$ cat config.mk
export PLATFORM = sky130hd
export DESIGN_NAME = iob_fifo2axis
export DESIGN_NICKNAME = d
export VERILOG_FILES = /design/src/rtl/iob_fifo2axis.sv
export SDC_FILE = /design/constraint.sdc
export NUM_CORES = 1
export LEC_CHECK = 0
export BUFFER_PORTS_ARGS = -buffer_cell sky130_fd_sc_hd__buf_2
export CAP_MARGIN = 40
export CORE_ASPECT_RATIO = 1.4
export CORE_UTILIZATION = 58
export CTS_BUF_LIST = sky130_fd_sc_hd__clkbuf_16
export DETAILED_ROUTE_END_ITERATION = 10
export GPL_ROUTABILITY_DRIVEN = 0
export GPL_TIMING_DRIVEN = 0
export PLACE_DENSITY_LB_ADDON = 0.1
export SLEW_MARGIN = 20
export SYNTH_ARGS = -nofsm -noshare
export SYNTH_HDL_FRONTEND = slang
export SYNTH_SLANG_ARGS = --single-unit
$ cat constraint.sdc
create_clock -name clk_i -period 7.4 [get_ports clk_i]
set_clock_uncertainty 0.1 [all_clocks]
set_input_delay 1.11 -clock clk_i [delete_from_list [all_inputs] [get_ports clk_i]]
set_output_delay 1.11 -clock clk_i [all_outputs]
set_load 0.01 [all_outputs]
$ cat src/rtl/iob_fifo2axis.sv
// Read-side drain stage for a synchronous FIFO: issues reads, absorbs the 1-cycle
// read latency in a 2-entry buffer and presents the words as an AXI-Stream master.
module iob_fifo2axis #(
    parameter int DATA_W = 21,
    parameter int LEN_W  = 16
) (
    input  logic              clk_i,
    input  logic              cke_i,
    input  logic              arst_n_i,
    input  logic              rst_i,
    input  logic              en_i,
    input  logic [LEN_W-1:0]  len_i,
    output logic              fifo_r_en_o,
    input  logic [DATA_W-1:0] fifo_r_data_i,
    input  logic              fifo_r_empty_i,
    output logic [DATA_W-1:0] axis_tdata_o,
    output logic              axis_tvalid_o,
    input  logic              axis_tready_i,
    output logic              axis_tlast_o,
    output logic [LEN_W-1:0]  word_cnt_o
);

    localparam logic [LEN_W-1:0] LEN_ONE = LEN_W'(1);

    logic [1:0]        held_q, held_d;
    logic              inflight_q;
    logic              rd_ptr_q, wr_ptr_q;
    logic [DATA_W-1:0] buf_q [2];
    logic [LEN_W-1:0]  word_cnt_q, word_cnt_d;
    logic              pop;
    logic [1:0]        occ;

    assign pop = axis_tvalid_o & axis_tready_i;

    // Occupancy after this edge counting the word in flight; pop implies held_q >= 1,
    // so this cannot underflow, and reads stop at 2 so the buffer never overflows.
    assign occ = held_q + {1'b0, inflight_q} - {1'b0, pop};

    assign fifo_r_en_o = cke_i & arst_n_i & ~rst_i & en_i & ~fifo_r_empty_i & (occ < 2'd2);

    assign axis_tvalid_o = (held_q != 2'd0);
    assign axis_tdata_o  = buf_q[rd_ptr_q];
    assign axis_tlast_o  = (len_i != '0) & (word_cnt_q == len_i - LEN_ONE) & axis_tvalid_o;
    assign word_cnt_o    = word_cnt_q;

    always_comb begin
        held_d     = occ;
        word_cnt_d = word_cnt_q;
        if (pop) begin
            word_cnt_d = axis_tlast_o ? '0 : word_cnt_q + LEN_ONE;
        end
    end

    // NOTE: the buffer is reset as well, because tdata must read 0 out of reset;
    // a 2-entry register file costs nothing extra to clear.
    always_ff @(posedge clk_i or negedge arst_n_i) begin
        if (!arst_n_i) begin
            held_q     <= '0;
            inflight_q <= 1'b0;
            rd_ptr_q   <= 1'b0;
            wr_ptr_q   <= 1'b0;
            buf_q[0]   <= '0;
            buf_q[1]   <= '0;
            word_cnt_q <= '0;
        end else if (cke_i) begin
            if (rst_i) begin
                held_q     <= '0;
                inflight_q <= 1'b0;
                rd_ptr_q   <= 1'b0;
                wr_ptr_q   <= 1'b0;
                buf_q[0]   <= '0;
                buf_q[1]   <= '0;
                word_cnt_q <= '0;
            end else begin
                // NOTE: non-blocking assignments everywhere here so every register
                // samples the pre-edge values of the others.
                held_q     <= held_d;
                inflight_q <= fifo_r_en_o;
                word_cnt_q <= word_cnt_d;
                if (inflight_q) begin
                    buf_q[wr_ptr_q] <= fifo_r_data_i;
                    wr_ptr_q        <= ~wr_ptr_q;
                end
                if (pop) begin
                    rd_ptr_q <= ~rd_ptr_q;
                end
            end
        end
    end

endmodule
## Yosys cells after proc, flatten, opt, wreduce, memory -nomap -nowiden

Index checks and enable logic that the tools add are counted.

- Flip-flop bits (word level): 63
- Latch bits: 0
- Memory bits (writable): 0
- ROM bits: 0
- Input port bits: 44
- Output and inout port bits: 40
- Word-level logic and storage cells: 54
- Memories: 0

- Add/sub/neg operators: 4
- Multiply operators: 0
- Divide/modulo/power cells: 0
- Order comparisons: 4
- Equality and inequality tests: 1
- Shift-type cells: 0
- Multiplexer cells: 17
- Bitwise operators: 14
- Reductions and logical operators: 7

Operators by type and width:

| kind | count |
|---|---|
| 21-bit 2-to-1 mux | 4 |
| 42-bit 2-to-1 mux | 2 |
| 16-bit 2-to-1 mux | 3 |
| 42-bit bitwise mux | 1 |
| 21-bit demux with 1-bit select | 1 |
| 16-bit by 1-bit adder with 16-bit output, second input constant | 1 |
| 16-bit equality test | 1 |
| 16-bit nonzero test | 1 |
| 16-bit by 1-bit subtractor with 16-bit output, second input constant | 1 |
| 1-bit bitwise AND | 8 |
| 2-bit nonzero test | 3 |
| 1-bit 2-to-1 mux | 5 |
| 2-bit >= comparator, second input constant | 2 |
| 1-bit NOT | 4 |
| 1-bit NOT with 2-bit output | 2 |
| 2-bit AND reduction | 2 |
| 2-bit by 1-bit adder with 2-bit output | 1 |
| 2-bit by 1-bit < comparator with 1-bit output, second input constant | 1 |
| 2-bit < comparator, second input constant | 1 |
| 2-bit 2-to-1 mux | 1 |
| 2-bit by 1-bit subtractor with 2-bit output | 1 |
| 1-bit logical AND | 1 |

## Depth between registers and ports, before layout

Gate-level depths: netlist of the first run.

- Depth in word-level cells: 8
- Depth in mapped cells: 11
- Mapped depth without buffers: 11

## Worst setup path before layout of the first run

OpenSTA, ideal clock, no wires.

- Path type: input -> output
- Start: input port len_i[8]
- End: output port axis_tlast_o
- Arrival: 2.913 ns
- Data required time: 6.190 ns
- Setup slack: 3.277 ns
- Stages: 6
- Path buffers: 0
- Cells stage by stage: or4_4 or4_4 or3_1 a21oi_1 nand4b_1 nor2_1

- Longest elaborated chain between the ends: 4
- Elaborated cells between the ends (all ways): 5
- Classes of those cells: add/sub (1); eq/ne (1); bitwise (2); reduce/logical (1)

RTL lines:

| item | line | source |
|---|---|---|
| start, declared | 12 | `input logic [LEN_W-1:0] len_i,` |
| 16-bit by 1-bit subtractor with 16-bit output | 43 | `assign axis_tlast_o = (len_i != '0) & (word_cnt_q == len_i - LEN_ONE) & axis_tvalid_o;` |
| 16-bit equality test | 43 |  |
| 1-bit bitwise AND (*) (2 in a row) | 43 |  |
| end, declared | 19 | `output logic axis_tlast_o,` |

Every way passes the cells marked *; elsewhere a longest branch is shown, timed or not.

## Worst setup path in the final report of the first run

- Start: input port len_i[0]
- End: output port axis_tlast_o

The elaborated chain is that of the path after synthesis.

==> results of run 1 <==
-- flip-flops by register name, summed over array words and instances, names as in the netlist --
signal and flops:
word_cnt_o 16, wr_ptr_q 1, held_q 2, rd_ptr_q 1
buf_q 42, inflight_q 1
-- where the power goes --
part           switching, W  leakage [nW]  internal, W
Combinational      0.000125          1.17    0.0000887
Clock              0.000142         0.149     0.000255
Sequential        0.0000199         0.870     0.000365
-- worst max-delay path, delay by kind of cell --
family,cells,cell delay [ns]
buffers and inverters,3,0.53
AND/OR/NAND/NOR,4,0.44
AO/OA/AOI/OAI,2,0.80
adder cells (fa/ha/maj),1,0.32
-- cells in the mapped netlist, types with 2 or more instances --
cell type  number  area (sq um)
nand2_1        25         93.84
mux2i_1         4         40.04
a32o_1          2         20.02
ha_1            5         62.56
o311ai_1        3         26.28
nor2b_1         2         12.51
o211ai_1        2         15.01
or3_1           5         31.28
a21oi_1         3         15.01
nand2b_1        5         31.28
o311ai_0        3         26.28
nor3_1          9         45.04
buf_1           2         7.510
nor3b_1         2         15.01
o21ai_0        13         65.06
xor2_1         14         122.6
or2_2           5         31.28
mux2_2         21         236.5
nand4_1         6         37.54
nand3_1        11         55.05
a22o_1         42         367.9
a21o_1          2         15.01
inv_1          12         45.04
o21ai_1         2         10.01
nand4b_1        2         17.52
xnor2_1         7         61.31
or4_4           2         22.52
a211oi_1        2         15.01
and3_1          7         43.79
dfrtp_1        63          1577
nor4b_1         2         17.52
and4_1          2         17.52
nor4_1          3         18.77
o22ai_1         2         12.51
a31oi_1         5         31.28
nor2_1         16         60.06
clkbuf_1       17         63.81
-- layer usage --
layer,global-route usage,vias to the layer above
li1,-,1522
met1,0.3378,1590
met2,0.5172,89
met3,0.05861,10
met4,0.1233,0
met5,0,-
-- cells by family after synthesis --
logic type | share of synthesized area
AO/OA/AOI/OAI | 0.2035
multiplexers | 0.07663
flip-flops | 0.4369
XOR/XNOR | 0.05721
AND/OR/NAND/NOR | 0.1730
adder cells (fa/ha/maj) | 0.01734
buffers and inverters | 0.03537
-- metrics by stage --
step / total power (W) / cell area [sq um]
finish: 0.0009948 / 4413
global route: 0.001041 / 4413
CTS: 0.001000 / 4385
detailed placement: 0.0006008 / 4104
global placement: 0.0005954 / 4101
floorplan: 0.0005250 / 3608
-- worst min-delay path by stage --
stage                   start  cells after the start         to
CTS                 buf_q[11]                      1  buf_q[11]
detailed placement  buf_q[25]                      1  buf_q[25]
global route        buf_q[15]                      1  buf_q[15]
global placement    buf_q[19]                      1  buf_q[19]
floorplan            buf_q[0]                      1   buf_q[0]
finish               buf_q[1]                      1   buf_q[1]
-- area by class of cell --
cell class,instances,area share
plain buffers,20,0.01871
repair buffers,82,0.09867
multi-input cells,257,0.4315
clock inverters,7,0.01276
well taps,70,0.01985
inverters,12,0.01021
flip-flops and latches,63,0.3572
clock buffers,9,0.05103
==> qor.yml, run 1 <==
outcome:
  status: "finished, final reports clean"
worst_setup_path:
  critical_path.endpoint: "axis_tlast_o"
  path_max_fanout: 8
  timing.rr.start: "word_cnt_o[6]"
  crit_start: "len_i[0]"
  end_kind: "primary output"
  cp-start-kind: "primary input"
  reg2reg_depth: 8
  worstPathRequired_ns: 6.19
  critPathArrivalTime_ns: 3.19
  worstPathCellList: "clkbuf_1, inv_1, ha_1, nor2b_1, a32o_1, a221oi_1, nor4_1, nand4b_1, nor2_1, buf_2"
  rrSetupSlack_ns: 4.44
  worstReg2RegEnd: "word_cnt_o[8]"
  max_stage_delay_ns: 0.52
  path_class: "in -> out"
  slowest_stage: "a221oi_1"
placed_design:
  dp.cells: 503
  dp_slack_ns: 3.004
  dp_hpwl_um: 6351
  port_buffers: 81
timing:
  grt_setup_unrepaired: "no"
  hold_viol_final: 0
  finalSetupTns_ns: 0
  fin_ws_ns: 2.999
  worst_hold_slack_ns: 0.3970
  final.min_clock_period_ns: 4.401
  fmax_mhz: 227.2
  slew_headroom: 0.5190
  slew_viol_final: 0
  worst_pin_slew_ns: 0.7161
  finalSetupViolCount: 0
  final_min_period_over_clock_period: 0.5947
die:
  ioPinCount: 84
  die-area_sq_mm: 0.006545
  start_util: 0.6069
  die_x_um: 68.66
  core_sq_mm: 0.005946
  rows: 33
  chipHeight_um: 95.33
clock_network:
  clock_latency_ns: 0.32
  cts_tree: "built"
  clock-sinks: 63
  path_clk_slew_ns: 0.05
  clockBufferDepth: 2
  hold_buffers: 0
  cts.htree.levels: 3
  ctsRootBufferMaster: "clkbuf_16"
  cts_buffers: 9
  cts_resized: 0
  cts_setup_buffers: 0
routing:
  wl_per_cell_um: 17.18
  m1WireLength_um: 3611
  dr.pass1.iters: 4
  wirelength_um: 8935
  maxUsedRoutingLayer: "met4"
  dr_wl_met2_um: 4842
  drt_iter0_drc: 94
  wl_met3_um: 372
  drc: 0
  ant_nets: 0
  vias: 3211
  vias_per_cell: 6.175
grt:
  grt_pass1_vias: 3126
  grt_pass1_wl_um: 14120
  grt_overflow_total: 0
  track_usage: 0.2942
  antenna_found_initial: 0
  grt_max_degree: 65
synth:
  synth_ff_type: "dfrtp_1"
  synth_warnings: 0
  synthDistinctLibCells: 59
  synth_area_sq_mm: 0.003608
  syn_nets: 401
  netlist_instances: 352
  async_flop_share: 1.000
  postSynthAreaPerCell_sq_um: 10.25
  synth_edf_count: 0
  seq_area_frac_synth: 0.4369
  ys_ff_latch: 63
cells_and_area:
  drive_gt1_frac: 0.2889
  n_fill_cell: 452
  final_cell_mix: "buf_2 (80), dfrtp_1 (63), a22o_1 (42), nand2_1 (25), mux2_2 (21)"
  syn_to_final_growth_pct: 22.30
  multi_input_area_sq_mm: 0.001904
  postLayoutCoreUtil: 0.7422
  layout.nets: 494
  finalNonFillerCells: 520
  layout_commonest_cell: "buf_2"
  insertedDiodeCount: 0
  regArea_sq_mm: 0.001577
power_and_ir_drop:
  max-vdd-ir-drop_uv: 174.7
  leakagePower_nw: 2.185
  p_per_area_mw_per_mm2: 225.4
min_path:
  hold_class: "reg -> reg"
flow_run:
  drv_cap: 0
Power figures use the tool's default switching activity.
==> run 2: changes to the inputs <==
Settings changed: ABC_AREA from default to 1, CORE_UTILIZATION 58 to 50.
Clock period 7.4 ns to 3.8 ns, I/O delays scaled along.
==> run 2 against run 1 <==
  * Utilization decreased by 12 points
  * Routed wire length increased by 12%
  * Die area increased by 29%
  * Register-to-register slack got worse by 2.6 ns
  * Non-clock buffer count increased by 7
  * Hold slack improved by 0.012 ns
  * Largest power group is now registers
  * Clock power increased by 73%
==> qor.yml, run 2 <==
routing:
  wirelength_um: 10050  # +12%
  wl_per_cell_um: 13.17  # -23%
  ant_nets: 0  # unchanged
  drt_iter0_drc: 225  # +140%
  drc: 0  # unchanged
  vias: 3953  # +23%
  dr.pass1.iters: 5  # +1
  vias_per_cell: 5.181  # -16%
cells_and_area:
  syn_to_final_growth_pct: 20.52
  finalNonFillerCells: 763  # +47%
  insertedDiodeCount: 0  # unchanged
  final_cell_mix: "nand2_1 (143), inv_1 (100), buf_2 (87), o21ai_0 (72), dfrtp_1 (63)"
  n_fill_cell: 760  # +68%
  largest-register: "buf_q"
  largest_reg_flops: 42  # unchanged
  layout_commonest_cell: "nand2_1"
  drive_gt1_frac: 0.2172  # -0.07169
  layout.nets: 709  # +44%
  postLayoutCoreUtil: 0.6229  # -0.1193
clock_network:
  clock-sinks: 63  # unchanged
  clockBufferDepth: 2  # unchanged
  cts_buffers: 9  # unchanged
  clock_latency_ns: 0.32  # about the same
  cts_tree: "built"
  path_clk_slew_ns: 0.05  # about the same
  cts_resized: 0  # unchanged
  ctsRootBufferMaster: "clkbuf_16"
  cts_setup_buffers: 0  # unchanged
  hold_buffers: 1  # +1
  cts.htree.levels: 3  # unchanged
placed_design:
  port_buffers: 83  # +2.5%
  dp.cells: 748  # +49%
  dp_hpwl_um: 7512  # +18%
  dp_slack_ns: 0.7751  # -2.229 ns
timing:
  final.min_clock_period_ns: 3.034
  grt_setup_unrepaired: "no"
  worst_hold_slack_ns: 0.4088  # +0.01186 ns
  finalSetupTns_ns: 0  # unchanged
  final_min_period_over_clock_period: 0.7985
  finalSetupViolCount: 0  # unchanged
  slew_viol_final: 0  # unchanged
  fmax_mhz: 329.6
  worst_pin_slew_ns: 0.5406  # -0.1755 ns
  hold_viol_final: 0  # unchanged
  fin_ws_ns: 0.7657  # -2.233 ns
  slew_headroom: 0.6358  # +0.1168
power_and_ir_drop:
  p_switching_w: 0.0006445  # +120%
  leakagePower_nw: 2.674  # +22%
  p_int_w: 0.001372  # +94%
  p_comb_frac: 0.263  # +0.048
  seq_power_share: 0.396  # +0.010
  max-vdd-ir-drop_uv: 345.8  # +98%
  p_per_area_mw_per_mm2: 415.2  # +84%
  p_clk_frac: 0.341  # -0.058
  switching_share: 0.3196  # +0.03115
die:
  start_util: 0.5168  # -0.09005
  die-area_sq_mm: 0.008428  # +29%
  core_sq_mm: 0.007797  # +31%
  ioPinCount: 84  # unchanged
  rows: 38  # +15%
  die_x_um: 77.88  # +13%
  chipHeight_um: 108.2  # +14%
grt:
  grt_overflow_total: 0  # unchanged
  grt_max_degree: 55  # -15%
  grt_pass1_wl_um: 16650  # +18%
  antenna_found_initial: 0  # unchanged
  grtUsageMet3: 0.03882  # -0.01979
  track_usage: 0.2555  # -0.03864
  met2_usage: 0.4772  # -0.03991
  globalRoute.busiestLayer: "met2"
  met1_usage: 0.2678  # -0.07004
  grt_pass1_vias: 3789  # +21%
synth:
  seq_area_frac_synth: 0.3912  # -0.04571
  yosys-top-cells-area: "dfrtp_1 (39%), nand2_1 (13%), inv_1 (9.0%)"
  ys_ff_latch: 63  # unchanged
  syn_nets: 613  # +53%
  synth_most_common_cell: "nand2_1"
  synth_edf_count: 0  # unchanged
  yosysTopAreaCell: "dfrtp_1"
  synth_warnings: 0  # unchanged
  synthDistinctLibCells: 31  # -47%
  synth_top_area_share: 0.3912  # -0.04571
  synth_ff_type: "dfrtp_1"
  netlist_instances: 564  # +60%
  postSynthAreaPerCell_sq_um: 7.146  # -30%
  synth_area_sq_mm: 0.004030  # +12%
  async_flop_share: 1.000  # unchanged
  yosys-top-cells-count: "nand2_1 (143), inv_1 (97), o21ai_0 (72), dfrtp_1 (63), nor2_1 (30)"
worst_setup_path:
  slowest_stage: "ha_1"
  worstPathRequired_ns: 3.13  # -3.06 ns
  path_class: "in -> out"
  path_max_fanout: 10  # +2
  cp-start-kind: "primary input"
  worstPathCellList: "buf_2, inv_1, ha_1, nand2_2, nor2_2, nand2_1, nand2_1, nand2_1, nor2_2, nand2_2, nor2_4, nand2_4, buf_6, inv_1, buf_2"
  critPathTopFamily: "simple AND/OR/NAND/NOR gates"
  end_kind: "primary output"
  critPathArrivalTime_ns: 2.36  # -0.83 ns
  cp_common_cell: "nand2_1"
  crit_buf_inv: 5  # +2
  max_stage_delay_ns: 0.23  # -0.29 ns
flow_run:
  drv_cap: 0  # unchanged
outcome:
  status: "finished, final reports clean"
min_path:
  hold_class: "in -> reg"
[run 2: stage by stage]
stage          total power [W]  instance area, sq um
5_1_grt               0.002135                  4857
6_report              0.002017                  4857
4_1_cts               0.002032                  4857
3_5_place_dp          0.001341                  4601
2_1_floorplan         0.001128                  4030
3_3_place_gp          0.001321                  4571
[run 2: tightest hold or removal path, stage by stage]
cell	delay, ns
buf_2	0.09
inv_1	0.05
o22ai_1	0.07
[run 2: worst paths after layout]
| path | cells past startpoint | slack [ns] | from | to |
|---|---|---|---|---|
| min in group asynchronous | 2 | 0.60 | arst_n_i | buf_q[26] |
| worst min register to register | 2 | 0.41 | buf_q[6] | buf_q[6] |
| worst max register to register | 5 | 1.83 | inflight_q | buf_q[28] |
| max in group asynchronous | 3 | 2.50 | arst_n_i | buf_q[37] |
| worst min-delay path | 3 | 0.41 | fifo_r_data_i[3] | buf_q[24] |
| worst max-delay path | 15 | 0.77 | len_i[0] | axis_tlast_o |
[run 2: cell families (layout without fill, tap and decap cells)]
group	Yosys count	count (layout)	synth area share
compound gates	98	98	0.1304
fa+ha+maj	5	5	0.01552
xor+xnor	22	22	0.04781
flops	63	63	0.3912
simple gates	254	254	0.2965
buf+inv	122	221	0.1186
[run 2: layer usage]
layer / vias up / share of wire
met1: 1868 / 0.39
met2: 88 / 0.54
met4: 0 / 0.039
li1: 1969 / -
met5: - / 0
met3: 28 / 0.034
[run 2: cell type report]
class                      count  area [sq um]  share of cell area
inverter                      98         367.9             0.07573
multi-input combinational    379          1976              0.4067
buffer                        24         110.1             0.02267
sequential                    63          1577              0.3246
tap                          100         125.1             0.02576
timing repair buffer          85         455.4             0.09377
clock buffer                   9         225.2             0.04637
clock inverter                 5         21.27            0.004379
[run 2: power by group through the flow]
stage	registers, W	clock network, W	logic, W
4_1_cts	0.000800	0.000697	0.000535
5_1_grt	0.000808	0.000730	0.000597
3_5_place_dp	0.000810	0	0.000531
6_report	0.000799	0.000688	0.000530
3_3_place_gp	0.000805	0	0.000515
2_1_floorplan	0.000801	0	0.000327
